### src/rtl/ram_1p_obi_arbiter_if.sv
// Bus bundle for the single-port RAM front end: instruction and load/store request
// channels, their rvalid responses, and the RAM-side access port.
interface ram_1p_obi_arbiter_if #(
   parameter int AW = 14
) ();
   logic          instr_req_i;
   logic [31:0]   instr_addr_i;
   logic          instr_gnt_o;
   logic          instr_rvalid_o;
   logic [31:0]   instr_rdata_o;
   logic          instr_err_o;

   logic          data_req_i;
   logic [31:0]   data_addr_i;
   logic          data_we_i;
   logic [3:0]    data_be_i;
   logic [31:0]   data_wdata_i;
   logic          data_gnt_o;
   logic          data_rvalid_o;
   logic [31:0]   data_rdata_o;
   logic          data_err_o;

   logic          ram_valid_o;
   logic [AW-1:0] ram_addr_o;
   logic [3:0]    ram_we_o;
   logic [31:0]   ram_wdata_o;
   logic [31:0]   ram_rdata_i;

   modport slave (
      input  instr_req_i, instr_addr_i,
      output instr_gnt_o, instr_rvalid_o, instr_rdata_o, instr_err_o,
      input  data_req_i, data_addr_i, data_we_i, data_be_i, data_wdata_i,
      output data_gnt_o, data_rvalid_o, data_rdata_o, data_err_o,
      output ram_valid_o, ram_addr_o, ram_we_o, ram_wdata_o,
      input  ram_rdata_i
   );

   modport master (
      output instr_req_i, instr_addr_i,
      input  instr_gnt_o, instr_rvalid_o, instr_rdata_o, instr_err_o,
      output data_req_i, data_addr_i, data_we_i, data_be_i, data_wdata_i,
      input  data_gnt_o, data_rvalid_o, data_rdata_o, data_err_o,
      input  ram_valid_o, ram_addr_o, ram_we_o,ram_wdata_o,
      output ram_rdata_i
   );
endinterface

### src/rtl/ram_1p_obi_arbiter.sv
// Round-robin arbiter placing fetch and load/store requests onto one RAM port, with
// range checking and fixed one-cycle rvalid responses routed back to the winning port.
module ram_1p_obi_arbiter #(
   parameter int          SIZE      = 16384,
   parameter int          AW        = 14,
   parameter logic [31:0] BASE_ADDR = 32'h0010_0000
) (
   input logic                 clk_i,
   input logic                 rst_i,
   ram_1p_obi_arbiter_if.slave bus
);

   typedef enum logic {
      PORT_INSTR = 1'b0,
      PORT_DATA  = 1'b1
   } port_e;

   // 33-bit bounds so a window ending at 4 GiB does not wrap
   localparam logic [32:0]   RANGE_LO = {1'b0, BASE_ADDR};
   localparam logic [32:0]   RANGE_HI = RANGE_LO + (33'(SIZE) << 2);
   localparam logic [AW-1:0] BASE_IDX = BASE_ADDR[AW+1:2];

   logic        gnt_instr;
   logic        gnt_data;
   logic        granted;
   logic        sel_store;
   logic        in_range;
   logic [31:0] sel_addr;

   logic        last_data;
   logic        resp_valid;
   port_e       resp_port;
   logic        resp_err;
   logic        resp_read;
   logic [31:0] resp_rdata;

   always_comb begin
      gnt_instr = 1'b0;
      gnt_data  = 1'b0;
      if (!rst_i) begin
         if (bus.instr_req_i && bus.data_req_i) begin
            gnt_instr = last_data;
            gnt_data  = !last_data;
         end else begin
            gnt_instr = bus.instr_req_i;
            gnt_data  = bus.data_req_i;
         end
      end
      granted   = gnt_instr || gnt_data;
      sel_addr  = gnt_instr ? bus.instr_addr_i : bus.data_addr_i;
      sel_store = gnt_data && bus.data_we_i;
      in_range  = ({1'b0, sel_addr} >= RANGE_LO) && ({1'b0, sel_addr} < RANGE_HI);
   end

   assign bus.instr_gnt_o = gnt_instr;
   assign bus.data_gnt_o  = gnt_data;

   // BASE_ADDR is word aligned, so the word index is a plain subtraction of index bits
   assign bus.ram_valid_o = granted && in_range;
   assign bus.ram_addr_o  = sel_addr[AW+1:2] - BASE_IDX;
   assign bus.ram_we_o    = (granted && in_range && sel_store) ? bus.data_be_i : '0;
   assign bus.ram_wdata_o = bus.data_wdata_i;

   always_ff @(posedge clk_i) begin
      if (rst_i) begin
         last_data  <= 1'b0;
         resp_valid <= 1'b0;
         resp_port  <= PORT_INSTR;
         resp_err   <= 1'b0;
         resp_read  <= 1'b0;
      end else begin
         resp_valid <= granted;
         resp_port  <= gnt_data ? PORT_DATA : PORT_INSTR;
         resp_err   <= granted && !in_range;
         resp_read  <= granted && !sel_store;
         if (granted) begin
            last_data <= gnt_data;
         end
      end
   end

   assign resp_rdata = (!rst_i && resp_valid && resp_read && !resp_err) ? bus.ram_rdata_i : '0;

   assign bus.instr_rvalid_o = !rst_i && resp_valid && (resp_port == PORT_INSTR);
   assign bus.instr_err_o    = !rst_i && resp_valid && (resp_port == PORT_INSTR) && resp_err;
   assign bus.instr_rdata_o  = (resp_port == PORT_INSTR) ? resp_rdata : '0;

   assign bus.data_rvalid_o  = !rst_i && resp_valid && (resp_port == PORT_DATA);
   assign bus.data_err_o     = !rst_i && resp_valid && (resp_port == PORT_DATA) && resp_err;
   assign bus.data_rdata_o   = (resp_port == PORT_DATA) ? resp_rdata : '0;

endmodule

### src/flat_wrapper.sv
// flat-port wrapper written by rule: the top's interface ports become plain ports
module ram_1p_obi_arbiter_flat 
#(
   parameter int          SIZE      = 16384,
   parameter int          AW        = 14,
   parameter logic [31:0] BASE_ADDR = 32'h0010_0000
)
  (clk_i, rst_i, bus_instr_req_i, bus_instr_addr_i, bus_instr_gnt_o, bus_instr_rvalid_o, bus_instr_rdata_o, bus_instr_err_o, bus_data_req_i, bus_data_addr_i, bus_data_we_i, bus_data_be_i, bus_data_wdata_i, bus_data_gnt_o, bus_data_rvalid_o, bus_data_rdata_o, bus_data_err_o, bus_ram_valid_o, bus_ram_addr_o, bus_ram_we_o, bus_ram_wdata_o, bus_ram_rdata_i);
  ram_1p_obi_arbiter_if #(.AW(AW)) bus_i ();
  input logic clk_i;
  input logic rst_i;
  input wire logic [$bits(bus_i.instr_req_i)-1:0] bus_instr_req_i;
  input wire logic [$bits(bus_i.instr_addr_i)-1:0] bus_instr_addr_i;
  output wire logic [$bits(bus_i.instr_gnt_o)-1:0] bus_instr_gnt_o;
  output wire logic [$bits(bus_i.instr_rvalid_o)-1:0] bus_instr_rvalid_o;
  output wire logic [$bits(bus_i.instr_rdata_o)-1:0] bus_instr_rdata_o;
  output wire logic [$bits(bus_i.instr_err_o)-1:0] bus_instr_err_o;
  input wire logic [$bits(bus_i.data_req_i)-1:0] bus_data_req_i;
  input wire logic [$bits(bus_i.data_addr_i)-1:0] bus_data_addr_i;
  input wire logic [$bits(bus_i.data_we_i)-1:0] bus_data_we_i;
  input wire logic [$bits(bus_i.data_be_i)-1:0] bus_data_be_i;
  input wire logic [$bits(bus_i.data_wdata_i)-1:0] bus_data_wdata_i;
  output wire logic [$bits(bus_i.data_gnt_o)-1:0] bus_data_gnt_o;
  output wire logic [$bits(bus_i.data_rvalid_o)-1:0] bus_data_rvalid_o;
  output wire logic [$bits(bus_i.data_rdata_o)-1:0] bus_data_rdata_o;
  output wire logic [$bits(bus_i.data_err_o)-1:0] bus_data_err_o;
  output wire logic [$bits(bus_i.ram_valid_o)-1:0] bus_ram_valid_o;
  output wire logic [$bits(bus_i.ram_addr_o)-1:0] bus_ram_addr_o;
  output wire logic [$bits(bus_i.ram_we_o)-1:0] bus_ram_we_o;
  output wire logic [$bits(bus_i.ram_wdata_o)-1:0] bus_ram_wdata_o;
  input wire logic [$bits(bus_i.ram_rdata_i)-1:0] bus_ram_rdata_i;
  assign bus_i.instr_req_i = bus_instr_req_i;
  assign bus_i.instr_addr_i = bus_instr_addr_i;
  assign bus_instr_gnt_o = bus_i.instr_gnt_o;
  assign bus_instr_rvalid_o = bus_i.instr_rvalid_o;
  assign bus_instr_rdata_o = bus_i.instr_rdata_o;
  assign bus_instr_err_o = bus_i.instr_err_o;
  assign bus_i.data_req_i = bus_data_req_i;
  assign bus_i.data_addr_i = bus_data_addr_i;
  assign bus_i.data_we_i = bus_data_we_i;
  assign bus_i.data_be_i = bus_data_be_i;
  assign bus_i.data_wdata_i = bus_data_wdata_i;
  assign bus_data_gnt_o = bus_i.data_gnt_o;
  assign bus_data_rvalid_o = bus_i.data_rvalid_o;
  assign bus_data_rdata_o = bus_i.data_rdata_o;
  assign bus_data_err_o = bus_i.data_err_o;
  assign bus_ram_valid_o = bus_i.ram_valid_o;
  assign bus_ram_addr_o = bus_i.ram_addr_o;
  assign bus_ram_we_o = bus_i.ram_we_o;
  assign bus_ram_wdata_o = bus_i.ram_wdata_o;
  assign bus_i.ram_rdata_i = bus_ram_rdata_i;
  ram_1p_obi_arbiter #(.SIZE(SIZE), .AW(AW), .BASE_ADDR(BASE_ADDR)) u_core (.clk_i(clk_i), .rst_i(rst_i), .bus(bus_i));
endmodule
### config.mk
export PLATFORM = sky130hd
export DESIGN_NAME = ram_1p_obi_arbiter_flat
export DESIGN_NICKNAME = d
export VERILOG_FILES = /design/src/rtl/ram_1p_obi_arbiter_if.sv /design/src/rtl/ram_1p_obi_arbiter.sv /design/src/flat_wrapper.sv
export SDC_FILE = /design/constraint.sdc
export NUM_CORES = 1
export LEC_CHECK = 0
export ABC_AREA = 1
export CAP_MARGIN = 10
export CORE_MARGIN = 10
export CORE_UTILIZATION = 18
export DETAILED_ROUTE_END_ITERATION = 10
export PLACE_DENSITY = 0.9
export SYNTH_ARGS = -nofsm -noshare
export SYNTH_HDL_FRONTEND = slang
export SYNTH_SLANG_ARGS = --single-unit
### constraint.sdc
create_clock -name clk_i -period 1.2 [get_ports clk_i]
set_input_delay 0.18 -clock clk_i [delete_from_list [all_inputs] [get_ports clk_i]]
set_output_delay 0.18 -clock clk_i [all_outputs]
set_load 0.02 [all_outputs]
==> Word level (Yosys, flattened, before mapping) <==
Cells that the tools add are included.
{ "word_totals": {"ff_bits": 5, "in_bits": 137, "wordCells": 38} }
{ "op_classes": {"magnitude_cmp": 2, "mux": 10, "bitwise_logic": 1, "reduce_logical": 20} }
{ "op_table": {"columns": ["operator", "n"], "rows": [
  ["32-bit two-way mux", 4],
  ["32-bit by 21-bit greater-or-equal comparator with 1-bit output (second input constant)", 1],
  ["32-bit by 21-bit less-than comparator with 1-bit output (second input constant)", 1],
  ["1-bit logical AND", 14],
  ["1-bit zero test", 5],
  ["1-bit two-way mux", 5],
  ["4-bit two-way mux", 1],
  ["1-bit logical OR", 1],
  ["1-bit NOT", 1]
]} }

==> Longest topological paths before layout <==
Gate-level depths: netlist of run 1.
{ "logic_depth": {"depth_word": 9, "mapped_depth": 8, "depth_no_buf": 8} }

==> Worst setup path after synthesis of run 1 <==
Ideal clock, no wire load.
{ "synth_timing": {"kind": "register -> output", "from": "reg u_core.resp_port", "to": "out bus_data_rdata_o[12]", "arrival_ps": 1331, "required_ps": 1020, "slack_ps": -311, "stages_incl_launch_ff": 5, "cell_sequence": "dfxtp_1 -> buf_2 -> clkinv_1 -> buf_1 -> nor3_1"} }
{ "synth_between": {"elab_chain_len": 1} }
{ "synth_lines": {"columns": ["item", "line_no", "text"], "rows": [
  ["start: declaration", "ram_1p_obi_arbiter.sv:32", "port_e resp_port;"],
  ["start signal: assignment", "ram_1p_obi_arbiter.sv:73", "resp_port <= gnt_data ? PORT_DATA : PORT_INSTR;"],
  ["32-bit two-way mux", "ram_1p_obi_arbiter.sv:90", "assign bus.data_rdata_o = (resp_port == PORT_DATA) ? resp_rdata : '0;"],
  ["end: declaration", "flat_wrapper.sv:25", "output wire logic [$bits(bus_i.data_rdata_o)-1:0] bus_data_rdata_o;"]
]} }
Every way passes these cells.

==> Worst setup path after layout of run 1 <==
{ "layout_timing": {"from": "reg u_core.resp_err", "to": "out bus_instr_rdata_o[19]"} }
{ "layout_between": {"elab_chain_len": 4} }
{ "layout_lines": {"columns": ["item", "line_no", "text"], "rows": [
  ["start: declaration", "ram_1p_obi_arbiter.sv:33", "logic resp_err;"],
  ["start signal: assignment", "ram_1p_obi_arbiter.sv:74", "resp_err <= granted && !in_range;"],
  ["1-bit zero test", "ram_1p_obi_arbiter.sv:82", "assign resp_rdata = (!rst_i && resp_valid && resp_read && !resp_err) ? bus.ram_rdata_i : '0;"],
  ["1-bit logical AND", "ram_1p_obi_arbiter.sv:82", null],
  ["32-bit two-way mux", "ram_1p_obi_arbiter.sv:82", null],
  ["32-bit two-way mux", "ram_1p_obi_arbiter.sv:86", "assign bus.instr_rdata_o = (resp_port == PORT_INSTR) ? resp_rdata : '0;"],
  ["end: declaration", "flat_wrapper.sv:16", "output wire logic [$bits(bus_i.instr_rdata_o)-1:0] bus_instr_rdata_o;"]
]} }
Every way passes these cells.

==> impl_metrics.toml, run 1 <==
[clock_network]
clock_sinks = 5
cts_root_buffer = "clkbuf_8"
cts_htree_levels = 1
numCtsBuffers = 3
clk_pin_slew_ps = 30
clockBufferDepth = 2
tritoncts = "built"
clock_latency_ps = 220

[final_layout]
nets = 616
drive_gt1_frac = 0.617
area_growth_pct = 293
fin_cells = 577
postLayoutCoreUtil = 0.723
n_antenna_cell = 0

[power_and_ir_drop]
p_per_area_nw_per_um2 = 370
ir_drop_v = 0.000294
power.leakage_nw = 2.43
p_total_mw = 1.92

[timing]
setup_violations = 88
fin_crit_ps = 1740
clock_skew_ps = 1.48
max_freq_mhz = 575
fin_crit_sh = 1.45
grt_setup_unrepaired = "true"
tightest_slew_ps = 234
drv_slew = 0
finalSetupTns_ps = -33180
layout_setup_ws_ps = -539
hold_viol_final = 0
relSlewSlack = 0.844

[die]
rows = 31
die_w_um = 106
core_um2 = 7180
dieArea_um2 = 11200
ioPinCount = 258
initial_core_util = 0.184
die_y_um = 106

[synthesis]
ys_ff_latch = 5
synth_compound_area_frac = 0.0133
synthArstFlopShare = 0
synth-edff-count = 0
yosys-top-cells-area = "nor3_1 25%, buf_4 18%, nand2_1 16%, inv_1 13%, dfxtp_1 7.6%"
synth_fa_ha_area_frac = 0
syn_area_um2 = 1320
synthMuxAreaShare = 0
syn_avg_cell_area_um2 = 5.06
ys.flop_type = "dfxtp_1"
ys_warn_count = 0
yosysSeqAreaShare = 0.0758
synth_top_family_by_area = "simple AND/OR/NAND/NOR gates"
synth_fp_nets = 398
synth.top_cell.area_share = 0.250
synth_top_area_cell = "nor3_1"
syn_inst = 261
synth_top_cells_by_count = "66 x nor3_1, 58 x nand2_1, 46 x inv_1, 32 x buf_4, 26 x nor2_1"
synthSimpleGateAreaFrac = 0.550
synth_most_common_cell = "nor3_1"
synth.distinct_cells = 21
synth-xor-area-share = 0

[worst_setup_path]
cp_max_fo = 5
rr_startpoint = "u_core.last_data"
cp-end-kind = "output port"
cp.required_ps = 1020
cp_top_family = "buffers and inverters"
cp_data_arrival_time_ps = 1560
max_stage_delay_ps = 300
crit_chain = "inv_2, nand4_4, buf_12, buf_12, buf_16, buf_6, nor3_4, buf_6"
r2r_end = "u_core.resp_read"
ff2ff_path_depth = 6
path_class = "reg -> out"
start_kind = "flip-flop"
path_buf_inv = 6
critical-path-slowest-cell = "dfxtp_2"
r2r_slack_ps = 30

[drt]
dr.first_iter.drc_count = 58
vias = 2518
drc_errors = 0
firstDrtPassIters = 4
antenna_left = 0
viasPerCell = 4.36
finalWirelength_um = 11300
wl_per_cell_um = 19.7

[placed_design]
portBuffers = 189
numPlacedInstances = 528
gp_congestion = 0.723
post-place-ws_ps = -1160
dpl.hpwl_um = 8570

[run]
maxCapViolations = 0

[global_route]
antenna_found_initial = 0
grt_max_degree = 18
grt_use_total = 0.185
gr-total-overflow = 0
grt_pass1_wl_um = 16500
grt_pass1_vias = 2747

[status]
outcome = "finished, violations left"
violations = "negative setup slack"

[worst_hold_path]
hold_path_depth = 4
hold_end = "u_core.last_data"
hold_path_class = "in -> reg"
min_from = "rst_i"
metal layers:
| metal | global-route usage | wire length, um |
|---|---|---|
| met4 | 0.0319 | 204 |
| met1 | 0.165 | 3470 |
| met2 | 0.375 | 6400 |
| met5 | 0 | 0 |
| met3 | 0.0816 | 1260 |
registers in the layout, summed over array words and instances (netlist names):
name,flops
u_core.resp_read,1
u_core.last_data,1
u_core.resp_valid,1
u_core.resp_err,1
u_core.resp_port,1
per-stage QoR:
stage          instance area, um2  hold WS, ps
2_1_floorplan                2160          337
3_3_place_gp                 4070          360
3_5_place_dp                 4070          360
4_1_cts                      4800          360
5_1_grt                      5190          321
6_report                     5190          288
cells by family after synthesis:
| family | Yosys count |
|---|---|
| buffers and inverters | 94 |
| flip-flops | 5 |
| AO/OA/AOI/OAI | 3 |
| AND/OR/NAND/NOR | 159 |
layout make-up:
type / count / area, um2
multi-input combinational: 162 / 1710
fill: 481 / 1990
clock buffer: 4 / 45.0
timing repair buffer: 260 / 3000
inverter: 47 / 196
tap: 99 / 124
sequential: 5 / 111
cells in the final DEF, fill, tap and decap left out:
| master | n |
|---|---|
| a21boi_2 | 1 |
| inv_1 | 41 |
| a21oi_4 | 1 |
| nand3_1 | 1 |
| nor2_4 | 10 |
| buf_12 | 17 |
| clkdlybuf4s50_1 | 86 |
| and3_4 | 1 |
| nand2_4 | 6 |
| dfxtp_2 | 3 |
| nand3b_1 | 1 |
| nor3_4 | 65 |
| buf_2 | 1 |
| clkbuf_8 | 3 |
| buf_8 | 4 |
| nor2_1 | 17 |
| nand2_1 | 22 |
| inv_2 | 4 |
| nor3_2 | 1 |
| inv_8 | 1 |
| dfxtp_4 | 2 |
| clkinv_8 | 1 |
| buf_6 | 114 |
| buf_16 | 6 |
| nand4_4 | 2 |
| clkbuf_1 | 1 |
| dlygate4sd2_1 | 11 |
| dlymetal6s2s_1 | 2 |
| or2_4 | 1 |
| nand2_2 | 31 |
| buf_4 | 18 |
| o21ai_0 | 1 |
| clkbuf_16 | 1 |
| nand3_4 | 1 |
where the power goes:
group / switching (mW) / internal [mW] / total, mW
registers: 0.0162 / 0.185 / 0.201
clock network: 0.0778 / 0.228 / 0.305
logic: 0.670 / 0.741 / 1.41
total: 0.764 / 1.15 / 1.92
worst min-delay path: cells and delay by family:
family	cells	cell delay (ps)
compound gates	1	40
buf+inv	1	130
simple gates	2	110
worst max-delay path by stage:
stage / cells after the start / startpoint / end / slack [ps]
after CTS: 10 / u_core.last_data / bus_ram_we_o[3] / -580
after floorplan: 5 / u_core.last_data / bus_ram_we_o[0] / -140
after detailed placement: 7 / bus_instr_req_i / bus_ram_we_o[0] / -1160
after global placement: 7 / bus_instr_req_i / bus_ram_we_o[0] / -1150
final: 8 / u_core.resp_err / bus_instr_rdata_o[19] / -540
after global routing: 10 / u_core.last_data / bus_ram_we_o[1] / -600
repair_timing:
action                                  in CTS  in global routing
cloned                                       6                  1
pin swaps                                   25                 30
buffers inserted                            27                 17
gates resized for setup                    579                 77
hold buffers                                 0                  0
endpoints found under the setup margin      91                 91
(Power assumes the default switching activity.)
==> inputs of run 2 (changes only) <==
Settings changed: CAP_MARGIN 10 to not set.
==> results of run 2 <==
No change in the layout: final DEF, timing and power equal those of run 1.
